## config.mk

```make
export PLATFORM = sky130hd
export DESIGN_NAME = seq_memory
export DESIGN_NICKNAME = d
export VERILOG_FILES = /design/src/rtl/seq_memory.sv
export SDC_FILE = /design/constraint.sdc
export NUM_CORES = 1
export LEC_CHECK = 0
export CAP_MARGIN = 20
export CORE_ASPECT_RATIO = 1.1
export CORE_UTILIZATION = 56
export CTS_CLUSTER_DIAMETER = 150
export DETAILED_ROUTE_END_ITERATION = 16
export PLACE_DENSITY = 0.74
export SYNTH_ARGS = -nofsm -noshare
export SYNTH_HDL_FRONTEND = slang
export SYNTH_SLANG_ARGS = --single-unit
```

## constraint.sdc

```tcl
create_clock -name clk -period 3 [get_ports clk]
set_input_delay 0.6 -clock clk [delete_from_list [all_inputs] [get_ports clk]]
set_output_delay 0.6 -clock clk [all_outputs]
set_load 0.01 [all_outputs]
```

## src/rtl/seq_memory.sv

```systemverilog
// Colour-sequence memory for a "repeat the pattern" game.
// A free-running 16-bit LFSR supplies random colours. add_clr appends one colour
// to the sequence. A single pointer serves both playback (rewind/next_pulse) and
// checking the player's presses (check). Incoming strobes are priority-decoded
// into one action per cycle. That action is registered as the FSM state, and
// the compare-result pulses are decoded from the state that was registered.
module seq_memory #(
  parameter int          MAX_ROUND = 63,
  parameter logic [15:0] LFSR_SEED = 16'hACE1
) (
  input  logic       clk,
  input  logic       reset,
  input  logic       rst_seed,
  input  logic       start_rng,
  input  logic       add_clr,
  input  logic       rewind,
  input  logic       next_pulse,
  input  logic       check,
  input  logic [1:0] press_color,
  output logic [5:0] current_round,
  output logic [1:0] play_color,
  output logic       last_pulse,
  output logic       full,
  output logic       match,
  output logic       mismatch,
  output logic       turn_done
);

  // The state records the action taken on the previous edge. The three
  // result states are what drive the one-cycle match/mismatch/turn_done pulses.
  typedef enum logic [3:0] {
    IDLE,
    RST_SEED,
    START_RNG,
    ADD_CLR,
    REWIND,
    IS_NEXT_PULSE,
    MATCH,
    MATCH_LAST,
    MISMATCH
  } state_e;

  state_e      state_q, state_d;
  logic [15:0] lfsr_q, lfsr_d;
  logic        running_q, running_d;
  logic [5:0]  round_q, round_d;
  logic [5:0]  ptr_q, ptr_d;

  // The memory is sized to the full 6-bit index space, so every pointer value
  // is in range. Only entries below current_round carry meaning.
  logic [1:0]  mem_q [0:63];
  logic        mem_we;

  logic [15:0] lfsr_step;
  logic [1:0]  mem_rd;
  logic        is_last;
  logic        is_full;
  logic        have_seq;

  assign lfsr_step = {lfsr_q[0] ^ lfsr_q[2] ^ lfsr_q[3] ^ lfsr_q[5], lfsr_q[15:1]};
  assign mem_rd    = mem_q[ptr_q];
  assign have_seq  = (round_q != 6'd0);
  assign is_last   = have_seq && (ptr_q == round_q - 6'd1);
  assign is_full   = (round_q == 6'(MAX_ROUND));

  assign current_round = round_q;
  assign play_color    = mem_rd;
  assign last_pulse    = is_last;
  assign full          = is_full;
  assign match         = (state_q == MATCH) || (state_q == MATCH_LAST);
  assign turn_done     = (state_q == MATCH_LAST);
  assign mismatch      = (state_q == MISMATCH);

  // Priority decode of the strobes and the datapath next-state. Only the
  // highest-priority strobe acts, so a check that loses priority yields no result.
  always_comb begin
    state_d   = IDLE;
    lfsr_d    = running_q ? lfsr_step : lfsr_q;
    running_d = running_q | start_rng;
    round_d   = round_q;
    ptr_d     = ptr_q;
    mem_we    = 1'b0;
    if (rst_seed) begin
      state_d   = RST_SEED;
      lfsr_d    = LFSR_SEED;
      running_d = 1'b0;
      round_d   = 6'd0;
      ptr_d     = 6'd0;
    end else if (add_clr) begin
      state_d = ADD_CLR;
      if (!is_full) begin
        mem_we  = 1'b1;
        round_d = round_q + 6'd1;
        ptr_d   = 6'd0;
      end
    end else if (rewind) begin
      state_d = REWIND;
      ptr_d   = 6'd0;
    end else if (check) begin
      if (have_seq && (press_color == mem_rd)) begin
        // A correct press on the last element ends the turn. The pointer
        // stays on that element rather than wrapping.
        state_d = is_last ? MATCH_LAST : MATCH;
        if (!is_last) ptr_d = ptr_q + 6'd1;
      end else begin
        state_d = MISMATCH;
      end
    end else if (next_pulse) begin
      state_d = IS_NEXT_PULSE;
      if (have_seq && !is_last) ptr_d = ptr_q + 6'd1;
    end else if (start_rng) begin
      state_d = START_RNG;
    end
  end

  // State and datapath registers. Reset returns to IDLE, which drops any result pulse.
  always_ff @(posedge clk or posedge reset) begin
    if (reset) begin
      state_q   <= IDLE;
      lfsr_q    <= LFSR_SEED;
      running_q <= 1'b0;
      round_q   <= 6'd0;
      ptr_q     <= 6'd0;
    end else begin
      state_q   <= state_d;
      lfsr_q    <= lfsr_d;
      running_q <= running_d;
      round_q   <= round_d;
      ptr_q     <= ptr_d;
    end
  end

  // Sequence storage. It is deliberately not reset: stale entries sit above current_round.
  always_ff @(posedge clk) begin
    if (mem_we) mem_q[round_q] <= lfsr_q[1:0];
  end

endmodule

```

; ---- Word level (Yosys, flattened, before mapping)
; Memory sizes are Yosys's and may differ from the RTL's.
; Index checks and enable logic that the tools add are counted.
[classes]
shifts = 0
muxes = 28
n_eq_ne = 10
order_cmp = 0
div = 0
add_sub_neg = 3
bitwise = 4
reduce_logical = 12
multipliers = 0
[ops]
columns = cell, n
row1 = $mux 6, 12
row2 = $mux 16, 2
row3 = $mux 4, 5
row4 = $add 6x1->6 const B, 2
row5 = $reduce_bool 5->1, 2
row6 = $eq 4x3->1 const B, 2
row7 = $mux 1, 7
row8 = $eq 6x6->1, 1
row9 = $eq 6x6->1 const B, 1
row10 = $reduce_bool 6->1, 1
row11 = $sub 6x1->6 const B, 1
row12 = $ne 5x4->1 const B, 1
row13 = $ne 5x5->1 const B, 1
row14 = $reduce_and 5->1, 1
row15 = $eq 4x4->1 const B, 1
row16 = $reduce_bool 2->1, 2
row17 = $logic_and 1x1->1, 3
row18 = $mux 3, 1
row19 = $ne 3x3->1 const B, 1
row20 = $xor 1x1->1, 3
row21 = $eq 2x2->1, 1
row22 = $mux 2, 1
row23 = $ne 2x2->1 const B, 1
row24 = $reduce_and 2->1, 1
row25 = other kinds (3), 3
[word_totals]
rom_bits = 0
latchBits = 0
elab_cells = 63
ramBits = 128
regBits = 33
memories = 1
out_inout_bits = 13
inputBits = 10
[memory_table]
columns = name, depth, width, rd, rd_clocked_by_memory_dff, wr, line
row1 = mem_q, 64, 2, 1, 0, 1, 51  ; logic [1:0] mem_q [0:63];

; ---- Depth between registers and ports, before layout
; Gate-level depths: netlist (run 1).
[logic_depth]
ltp_word = 11
mapped_depth = 12
mapped_depth_nobuf = 11

; ---- Least setup slack after synthesis (run 1)
; Ideal clock, no wire load.
[synth_path]
path_type = reg2reg
start = reg ptr_q[0]
end = reg state_q[1]
t_required_ns = 2.908
arrival_time_ns = 2.657
setup_time_ns = 0.092
synth_period_minus_slack_ns = 2.749
stages_incl_launch_ff = 12
n_path_buf = 2
setup_slack_ns = 0.251
cell_sequence = dfrtp_1 buf_6 buf_12 mux4_1 nand2_1 nand2_1 o211ai_1 a41oi_1 mux2_4 or3_4 a21boi_1 o31ai_2
[synth_between]
elab_chain_len = 8
[synth_rtl]
columns = item, line
row1 = start: declaration, 47  ; logic [5:0] ptr_q, ptr_d;
row2 = start signal: assignment, 129  ; ptr_q <= ptr_d;
row3 = $mem_v2 64x2, --
row4 = named net play_color[1], 21  ; output logic [1:0] play_color,
row5 = $eq 2x2->1, 100  ; if (have_seq && (press_color == mem_rd)) begin
row6 = $logic_and 1x1->1, 100
row7 = $mux 4, 100
row8 = $mux 4, 99  ; end else if (check) begin
row9 = $mux 4, 96  ; end else if (rewind) begin
row10 = $mux 4, 89  ; end else if (add_clr) begin
row11 = $mux 4, 83  ; if (rst_seed) begin
row12 = named net state_d[1], 43  ; state_e state_q, state_d;
row13 = end signal: assignment, 125  ; state_q <= state_d;
row14 = end: declaration, 43
; The timed path passes the listed nets, and every way through them passes these cells.
; A chain may end at the register's enable or synchronous reset.

; ---- Final worst setup path (run 1)
[layout_path]
start = reg ptr_q[0]
end = out play_color[0]
[layout_between]
elab_chain_len = 1
[layout_rtl]
columns = item, line
row1 = $mem_v2 64x2, --
row2 = end: declaration, 21
; Every way passes these cells.

==> results.ini, run 1 <==
[status]
run_status=finished, violations left
violations=negative setup slack

[min_path]
hold_path.startpoint=lfsr_q[8]
hold_class=reg -> reg

[die]
num_rows=43
pin_count=23
die_area_um2=13500
coreArea_um2=12600
start_util_pct=57.6
die_w_um=111
die-height_um=122

[sta]
report.final.slew_viol_count=0
min_period_ps=3100
setup_violations=10
finalClockSkew_ps=10.6
worst_slack_ps=-103
max_slew_margin_pct=42.3
hold_violations=0
rsz0062_at_grt=yes
max_freq_mhz=322
period_share_pct=103
worst_pin_slew_ps=866

[synth]
synth_area_leaders=edfxtp_1 (53%), dfrtp_1 (8.6%), nor2_1 (4.8%)
ys_types=66
post-synth-top-count-cell=edfxtp_1
synth.ff_latch_count=161
ys.flop_type=edfxtp_1
syn_area_um2=7280
synth_top_area_share_pct=52.8
yosys-top-cells-count=edfxtp_1 (128), nor2_1 (94), nand2_1 (26)
avgSynthCellArea_um2=14.3
synth_edf_count=128
async_reset_ff_share_pct=20.5
netlist_instances=511
yosys.area.top_type=edfxtp_1
yosysSeqAreaShare_pct=64.3
synth_nets=524
yosys_warnings=0

[global_route]
grt_pass1_wl_um=24800
antenna_found_initial=0
overflow=0
grt_max_degree=66
grt_pass1_vias=4622
grt_usage_pct=25.0

[setup_path]
cp.required_ps=2400
crit_path_end_kind=output pin
crit_fanout=7
worst-setup-path-type=reg -> out
critPathLaunchType=flip-flop
cp_common_cell=buf_6
r2r_start=ptr_q[0]
reg2reg_slack_ps=-100
cpPeakStageDelay_ps=500
crit_path_start=ptr_q[0]
cp_slowest_cell=mux4_2
arrival_ps=2500
cp_cell_sequence=buf_12 > buf_6 > buf_6 > mux4_2 > nor2_2 > nor4_1 > a221o_1 > a2bb2oi_2 > inv_1 > buf_2

[detailed_routing]
drc=0
vias=4542
ant_nets=0
routed_wl_um=15800
drt-wirelength-per-cell_um=21.2
viasPerCell=6.08
first_pass_iters=5
drtIter0Drc=278

[clock_network]
cts_buffers=17
clk_latency_ps=420
clockBufferDepth=2
cts_tree=done
cts_root_buf=clkbuf_16
h-tree-depth=4
clock-sinks=161
path_clk_slew_ps=60

[power]
p_sw_share_pct=19.5
p_sw_uw=973
p_int_mw=4.02
p_comb_share_pct=5.4
p_clk_share_pct=45.2
p_leak_nw=3.00
power_frac_seq_pct=49.4
peakVddDrop_mv=0.410
power_density_nw_per_um2=577

[final_layout]
ff_latch_area_um2=4680
multi_input_comb_area_um2=2440
layout-drive-gt1-share_pct=25.4
finalNonFillerCells=747
n_fill_cell=827
syn_to_final_growth_pct=18.8
n_antenna_cell=0
fin_util_pct=68.4
fin_nets=590

[placement]
io_buffers=22
place_inst=705
globalplace.congestion=0.833
dp_hpwl_um=10200

[flow_run]
cap_viol_max_count=0

==> repair_timing <==
item / in CTS / in global routing
hold buffers: 0 / 0
setup buffers: 5 / 6
setup endpoints to repair: 9 / 12
pin swaps: 10 / 12
gates resized for setup: 37 / 13
gates cloned: 1 / 0
==> critical path: cells and delay by family, from the launching register on <==
kind                   cells  cell delay [ps]
muxes                      1              500
buffers and inverters      5              570
DFF                        1              450
and+or+nand+nor            2              140
AOI/OAI and AO/OA          2              420
==> placed cells by master, fill, tap and decap left out, types with 6 or more instances in the layout <==
| cell type | instances |
|---|---|
| buf_4 | 42 |
| dfrtp_1 | 21 |
| inv_1 | 11 |
| a211o_1 | 7 |
| edfxtp_1 | 128 |
| xnor2_1 | 8 |
| buf_6 | 7 |
| a21oi_1 | 9 |
| xor2_1 | 6 |
| nand2_1 | 26 |
| nor2b_1 | 9 |
| mux2_2 | 7 |
| nand3_1 | 11 |
| clkbuf_16 | 17 |
| mux4_2 | 21 |
| nor3_1 | 6 |
| dfstp_2 | 8 |
| mux2i_1 | 25 |
| clkdlybuf4s50_1 | 19 |
| nor2_1 | 92 |
==> stage by stage <==
step	worst slack (ps)	power [mW]	hold WS [ps]	area [µm²]	TNS, ps
floorplan	251	2.67	460	7280	0
global placement	-35.2	2.74	474	7840	-81.0
detailed placement	-76.6	2.75	480	7840	-301
CTS	-129	5.01	494	8570	-241
global route	-233	5.13	507	8650	-2160
finish	-103	4.99	492	8650	-814
==> power by group through the flow <==
| stage | combinational [mW] | clock [mW] | sequential (mW) |
|---|---|---|---|
| finish | 0.271 | 2.25 | 2.46 |
| CTS | 0.259 | 2.29 | 2.46 |
| detailed placement | 0.242 | 0 | 2.51 |
| floorplan | 0.160 | 0 | 2.51 |
| global placement | 0.235 | 0 | 2.51 |
| global route | 0.294 | 2.37 | 2.47 |
==> state kept, by name, summed over array words and instances (netlist names) <==
signal and flops:
mem_q 128, state_q 4, running_q 1, ptr_q 6
current_round 6, lfsr_q 16
==> final cells by class <==
cell class              count  share of cell area [%]
multi-input cells         311                    28.2
clock buffers              21                    5.44
repair buffers             73                    7.59
inverters                  13                   0.564
well taps                 157                    2.27
flip-flops and latches    161                    54.1
clock inverters            11                    1.85
==> worst paths after layout <==
kind / cells past startpoint / end
worst max-delay path: 10 / play_color[0]
worst min-delay path: 1 / lfsr_q[7]
worst max register to register: 13 / ptr_q[5]
worst min register to register: 1 / lfsr_q[7]
max in group asynchronous: 3 / lfsr_q[0]
min in group asynchronous: 3 / state_q[0]
==> cells by family (layout without fill, tap and decap cells) <==
group	Yosys count	after routing	share of synthesized area (%)
XOR/XNOR	15	15	1.80
adder cells (fa/ha/maj)	3	3	0.516
AND/OR/NAND/NOR	180	180	11.4
flip-flops	161	161	64.3
AO/OA/AOI/OAI	55	55	5.74
buffers and inverters	39	118	3.20
multiplexers	58	58	13.1
==> layer usage <==
metal	vias to the layer above	wire [µm]	global-route usage, %
li1	2054	-	-
met1	2290	6280	30.4
met2	161	8170	43.2
met3	37	882	5.42
met4	0	493	11.8
met5	-	0	0
(Power assumes the default switching activity.)
==> run 2, diff against run 1 <==
--- a/config.mk
+++ b/config.mk
@@ -10,7 +10,9 @@
 export CORE_UTILIZATION = 56
 export CTS_CLUSTER_DIAMETER = 150
 export DETAILED_ROUTE_END_ITERATION = 16
+export MAX_ROUTING_LAYER = met4
 export PLACE_DENSITY = 0.74
+export SETUP_SLACK_MARGIN = 0.2
 export SYNTH_ARGS = -nofsm -noshare
 export SYNTH_HDL_FRONTEND = slang
 export SYNTH_SLANG_ARGS = --single-unit
==> results.ini, run 2 (synthesis results as in run 1) <==
[die]
num_rows=43  ; unchanged
start_util_pct=57.6  ; unchanged
pin_count=23  ; unchanged
die_area_um2=13500  ; unchanged
die_w_um=111  ; unchanged
die-height_um=122  ; unchanged
coreArea_um2=12600  ; unchanged

[clock_network]
clock-sinks=161  ; unchanged
cts_root_buf=clkbuf_16  ; unchanged
path_clk_slew_ps=60  ; about the same
clk_latency_ps=430  ; was 420 ps
clockBufferDepth=2  ; unchanged
cts_tree=done  ; unchanged
h-tree-depth=4  ; unchanged
cts_buffers=17  ; unchanged

[detailed_routing]
drc=0  ; unchanged
drtIter0Drc=316  ; was 278
drt-wirelength-per-cell_um=21.0  ; was 21.2 µm
viasPerCell=6.10  ; was 6.08
ant_nets=0  ; unchanged
vias=4604  ; was 4542
routed_wl_um=15800  ; about the same
first_pass_iters=5  ; unchanged

[placement]
dpl_cell_area_um2=7840  ; unchanged
dp_hpwl_um=10200  ; unchanged
place_inst=705  ; unchanged
io_buffers=22  ; unchanged
globalplace.congestion=0.845  ; was 0.833

[setup_path]
critPathLaunchType=flip-flop  ; unchanged
cp_common_cell=mux2i_1  ; was buf_6
cp_slowest_cell=mux4_2  ; unchanged
worst-setup-path-type=reg -> out  ; unchanged
arrival_ps=2500  ; about the same
crit_fanout=8  ; was 7
cp.buffers_inverters=3  ; was 5
cp.required_ps=2400  ; about the same
cpLargestDelayFamily=multiplexers  ; was buffers and inverters
crit_path_end_kind=output pin  ; unchanged
cpPeakStageDelay_ps=510  ; was 500 ps
cp_cell_sequence=buf_12 > mux4_2 > mux2i_1 > mux2i_1 > a221o_1 > a2bb2oi_2 > inv_1 > buf_2  ; was buf_12 > buf_6 > buf_6 > mux4_2 > nor2_2 > nor4_1 > a221o_1 > a2bb2oi_2 > inv_1 > buf_2

[status]
run_status=finished, violations left  ; unchanged
violations=negative setup slack  ; unchanged

[final_layout]
layout_commonest_cell=edfxtp_1  ; unchanged
largest_reg_flops=128  ; unchanged
finalNonFillerCells=755  ; was 747
layout_common_cells=edfxtp_1 (128), nor2_1 (93), buf_4 (48), nand2_1 (26), mux2i_1 (25)  ; was edfxtp_1 (128), nor2_1 (92), buf_4 (42), nand2_1 (26), mux2i_1 (25)
n_antenna_cell=0  ; unchanged
fin_nets=598  ; was 590
layout-drive-gt1-share_pct=27.3  ; was 25.4%
top_regs=mem_q (128), lfsr_q (16)  ; unchanged
regMostFlops=mem_q  ; unchanged
n_fill_cell=808  ; was 827
syn_to_final_growth_pct=20.3  ; was 18.8%
fin_area_um2=8760  ; was 8650 µm²

[min_path]
hold_class=reg -> reg  ; unchanged

[sta]
worst_pin_slew_ps=870  ; was 866 ps
min_period_ps=3100  ; about the same
hold_violations=0  ; unchanged
finalClockSkew_ps=10.9  ; was 10.6 ps
worst_slack_ps=-97.0  ; was -103 ps
period_share_pct=103  ; about the same
rsz0062_at_grt=yes  ; unchanged
setup_tns_ps=-336  ; was -814 ps
report.final.slew_viol_count=0  ; unchanged
max_freq_mhz=323  ; was 322 MHz
setup_violations=7  ; was 10
max_slew_margin_pct=42.0  ; was 42.3%

[power]
p_leak_nw=3.06  ; was 3.00 nW
peakVddDrop_mv=0.443  ; was 0.410 mV
power_density_nw_per_um2=571  ; was 577 nW/µm²

[global_route]
overflow=0  ; unchanged
grt_usage_pct=26.2  ; was 25.0%
grt_pass1_wl_um=25200  ; was 24800 µm
grt_max_degree=66  ; unchanged
grt_pass1_vias=4670  ; was 4622
antenna_found_initial=0  ; unchanged

[flow_run]
cap_viol_max_count=0  ; unchanged

==> run 2: area by class of cell <==
class | count | area (µm²) | share of cell area, %
clock inverters | 11 | 160 | 1.83
well taps | 157 | 196 | 2.24
clock buffers | 21 | 470 | 5.37
multi-input cells | 311 | 2460 | 28.1
inverters | 13 | 48.8 | 0.557
flip-flops and latches | 161 | 4690 | 53.5
repair buffers | 81 | 733 | 8.37
==> run 2: per-stage QoR <==
step | worst slack [ps] | power (mW) | utilization (%) | hold WS, ps
floorplan | 251 | 2.67 | - | 460
global placement | -35.2 | 2.74 | 62.0 | 474
detailed placement | -76.6 | 2.75 | 62.0 | 480
CTS | -125 | 5.03 | 68.3 | 494
global route | -231 | 5.15 | 69.3 | 507
finish | -97.0 | 5.00 | 69.3 | 492
==> run 2: path summary, 6_finish.rpt <==
kind | cells past startpoint | to | slack, ps | from
setup reg to reg | 12 | state_q[1] | -50 | ptr_q[0]
hold reg to reg | 1 | lfsr_q[7] | 490 | lfsr_q[8]
hold / removal | 1 | lfsr_q[7] | 490 | lfsr_q[8]
max in group asynchronous | 3 | lfsr_q[0] | 2080 | reset
setup / recovery | 8 | play_color[0] | -100 | ptr_q[0]
min in group asynchronous | 3 | state_q[0] | 560 | reset
==> run 2: worst register-to-register path, stage by stage, from the launching register on <==
cell	delay, ps
dfrtp_2	460
buf_12	160
buf_6	100
mux4_2	480
nand2_1	80
nand2_1	70
o211ai_1	220
a41oi_2	200
buf_4	190
mux2_4	300
or3_4	350
a21boi_2	170
o31ai_2	190
==> run 2: power breakdown <==
group	total (mW)	internal (mW)	switching [mW]
clock	2.26	1.45	0.807
sequential	2.46	2.44	0.0232
combinational	0.284	0.135	0.149
==> run 2: repair_timing <==
action | in CTS | in global routing
hold buffers | 0 | 0
pin swaps | 14 | 15
gates cloned | 1 | 0
buffers inserted | 10 | 7
endpoints found under the setup margin | 13 | 30
resized for setup | 46 | 15
==> run 2: metal layers <==
metal  global-route usage, %  vias to the layer above  wire, µm
met4                    11.1                        0       476
li1                        -                     2072         -
met5                       -                        -         0
met2                    43.8                      180      8230
met1                    31.3                     2310      6300
met3                    5.17                       42       843
==> run 3, diff against run 2 <==
--- a/config.mk
+++ b/config.mk
@@ -7,6 +7,7 @@
 export LEC_CHECK = 0
 export CAP_MARGIN = 20
 export CORE_ASPECT_RATIO = 1.1
+export CORE_MARGIN = 1
 export CORE_UTILIZATION = 56
 export CTS_CLUSTER_DIAMETER = 150
 export DETAILED_ROUTE_END_ITERATION = 16
@@ -16,3 +17,4 @@
 export SYNTH_ARGS = -nofsm -noshare
 export SYNTH_HDL_FRONTEND = slang
 export SYNTH_SLANG_ARGS = --single-unit
+export TNS_END_PERCENT = 5
==> results.ini, run 3 (synthesis results as in run 1) <==
[sta]
worst_slack_ps=-106  ; was -97.0 ps
finalClockSkew_ps=9.80  ; was 10.9 ps
max_slew_margin_pct=41.6  ; was 42.0%
hold_violations=0  ; unchanged
max_freq_mhz=322  ; was 323 MHz
setup_tns_ps=-307  ; was -336 ps
report.final.slew_viol_count=0  ; unchanged
min_period_ps=3110  ; was 3100 ps
period_share_pct=104  ; was 103%
setup_violations=7  ; unchanged
whs_ps=492  ; about the same
rsz0062_at_grt=yes  ; unchanged
worst_pin_slew_ps=876  ; was 870 ps

[final_layout]
finalNonFillerCells=741  ; was 755
fin_nets=584  ; was 598
ff_latch_area_um2=4690  ; about the same
fin_util_pct=67.9  ; was 69.3%
n_fill_cell=829  ; was 808
largest_reg_flops=128  ; unchanged
multi_input_comb_area_um2=2420  ; was 2460 µm²
fin_area_um2=8590  ; was 8760 µm²
n_antenna_cell=0  ; unchanged
regMostFlops=mem_q  ; unchanged
layout-drive-gt1-share_pct=24.7  ; was 27.3%
top_regs=mem_q (128), lfsr_q (16)  ; unchanged
layout_commonest_cell=edfxtp_1  ; unchanged
layout_common_cells=edfxtp_1 (128), nor2_1 (94), buf_4 (39), mux2i_1 (25), nand2_1 (25)  ; was edfxtp_1 (128), nor2_1 (93), buf_4 (48), nand2_1 (26), mux2i_1 (25)
syn_to_final_growth_pct=18.0  ; was 20.3%

[die]
die_w_um=111  ; unchanged
num_rows=43  ; unchanged
die_area_um2=13500  ; unchanged
start_util_pct=57.6  ; unchanged
pin_count=23  ; unchanged
die-height_um=122  ; unchanged
coreArea_um2=12600  ; unchanged

[detailed_routing]
drc=0  ; unchanged
ant_nets=0  ; unchanged
vias=4516  ; was 4604
viasPerCell=6.09  ; was 6.10
routed_wl_um=15600  ; was 15800 µm
first_pass_iters=5  ; unchanged
drtIter0Drc=312  ; was 316
drt-wirelength-per-cell_um=21.1  ; was 21.0 µm

[setup_path]
arrival_ps=3430  ; was 2500 ps
crit_path_end_kind=flip-flop  ; was output pin
critPathLaunchType=flip-flop  ; unchanged
r2r_start=ptr_q[0]  ; unchanged
crit_path_start=ptr_q[0]  ; unchanged
cp.required_ps=3320  ; was 2400 ps
worst-setup-path-type=reg -> reg  ; was reg -> out
crit_fanout=7  ; was 8

[global_route]
grt_pass1_vias=4610  ; was 4670
antenna_found_initial=0  ; unchanged
grt_usage_pct=25.8  ; was 26.2%
grt_max_degree=66  ; unchanged
grt_pass1_wl_um=24800  ; was 25200 µm
overflow=0  ; unchanged

[clock_network]
clockBufferDepth=2  ; unchanged
cts_root_buf=clkbuf_16  ; unchanged
path_clk_slew_ps=60  ; about the same
clock-sinks=161  ; unchanged
cts_tree=done  ; unchanged
clk_latency_ps=430  ; about the same
cts_buffers=17  ; unchanged
cts_hold_buf=0  ; unchanged
h-tree-depth=4  ; unchanged

[placement]
place_inst=705  ; unchanged
dpl_cell_area_um2=7840  ; unchanged
dp_slack_ps=-76.6  ; unchanged
globalplace.congestion=0.845  ; unchanged
io_buffers=22  ; unchanged
dp_hpwl_um=10200  ; unchanged

[status]
violations=negative setup slack  ; unchanged
run_status=finished, violations left  ; unchanged

[flow_run]
cap_viol_max_count=0  ; unchanged

[min_path]
hold_path.startpoint=lfsr_q[8]  ; unchanged
hold_class=reg -> reg  ; unchanged

[power]
p_leak_nw=2.97  ; was 3.06 nW
peakVddDrop_mv=0.412  ; was 0.443 mV
power_density_nw_per_um2=580  ; was 571 nW/µm²
total_power_mw=4.98  ; was 5.00 mW

## run 3: critical path: stages (launching register included)
cell,delay (ps)
dfrtp_2,460
bufbuf_16,300
mux4_2,500
nand2_1,100
nand3_1,90
o211ai_1,150
a41oi_2,200
buf_4,190
mux2_4,300
or3_4,390
a21boi_1,140
o31ai_2,190
## run 3: repair_timing
| item | in CTS | in global routing |
|---|---|---|
| pin swaps | 9 | 8 |
| buffers inserted | 3 | 0 |
| cloned | 1 | 0 |
| endpoints found under the setup margin | 13 | 32 |
| resized for setup | 32 | 13 |
## run 3: path summary, 6_finish.rpt
kind / endpoint / slack [ps] / cells after the start
max in group asynchronous: lfsr_q[0] / 2080 / 3
min reg2reg: lfsr_q[7] / 490 / 1
min: lfsr_q[7] / 490 / 1
max reg2reg: state_q[1] / -110 / 11
max: state_q[1] / -110 / 11
min in group asynchronous: state_q[0] / 570 / 3
## run 3: final cells by class
type	instances	share of cell area (%)
clock buffers	21	5.48
clock inverters	11	1.86
inverters	13	0.568
multi-input cells	311	28.2
flip-flops and latches	161	54.6
well taps	157	2.29
repair buffers	67	7.04
## run 3: layer usage
metal	GRT usage [%]	vias up	routed length [µm]
met4	10.8	0	485
met3	5.17	43	846
met2	43.3	156	8030
met1	30.8	2280	6240
li1	-	2037	-
met5	-	-	0
## run 3: where the power goes
group	internal, mW	switching, mW	total, mW	leakage [nW]
Sequential	2.44	0.0246	2.46	1.57
Combinational	0.122	0.140	0.262	1.09
Clock	1.45	0.807	2.26	0.309
Total	4.01	0.971	4.98	2.97
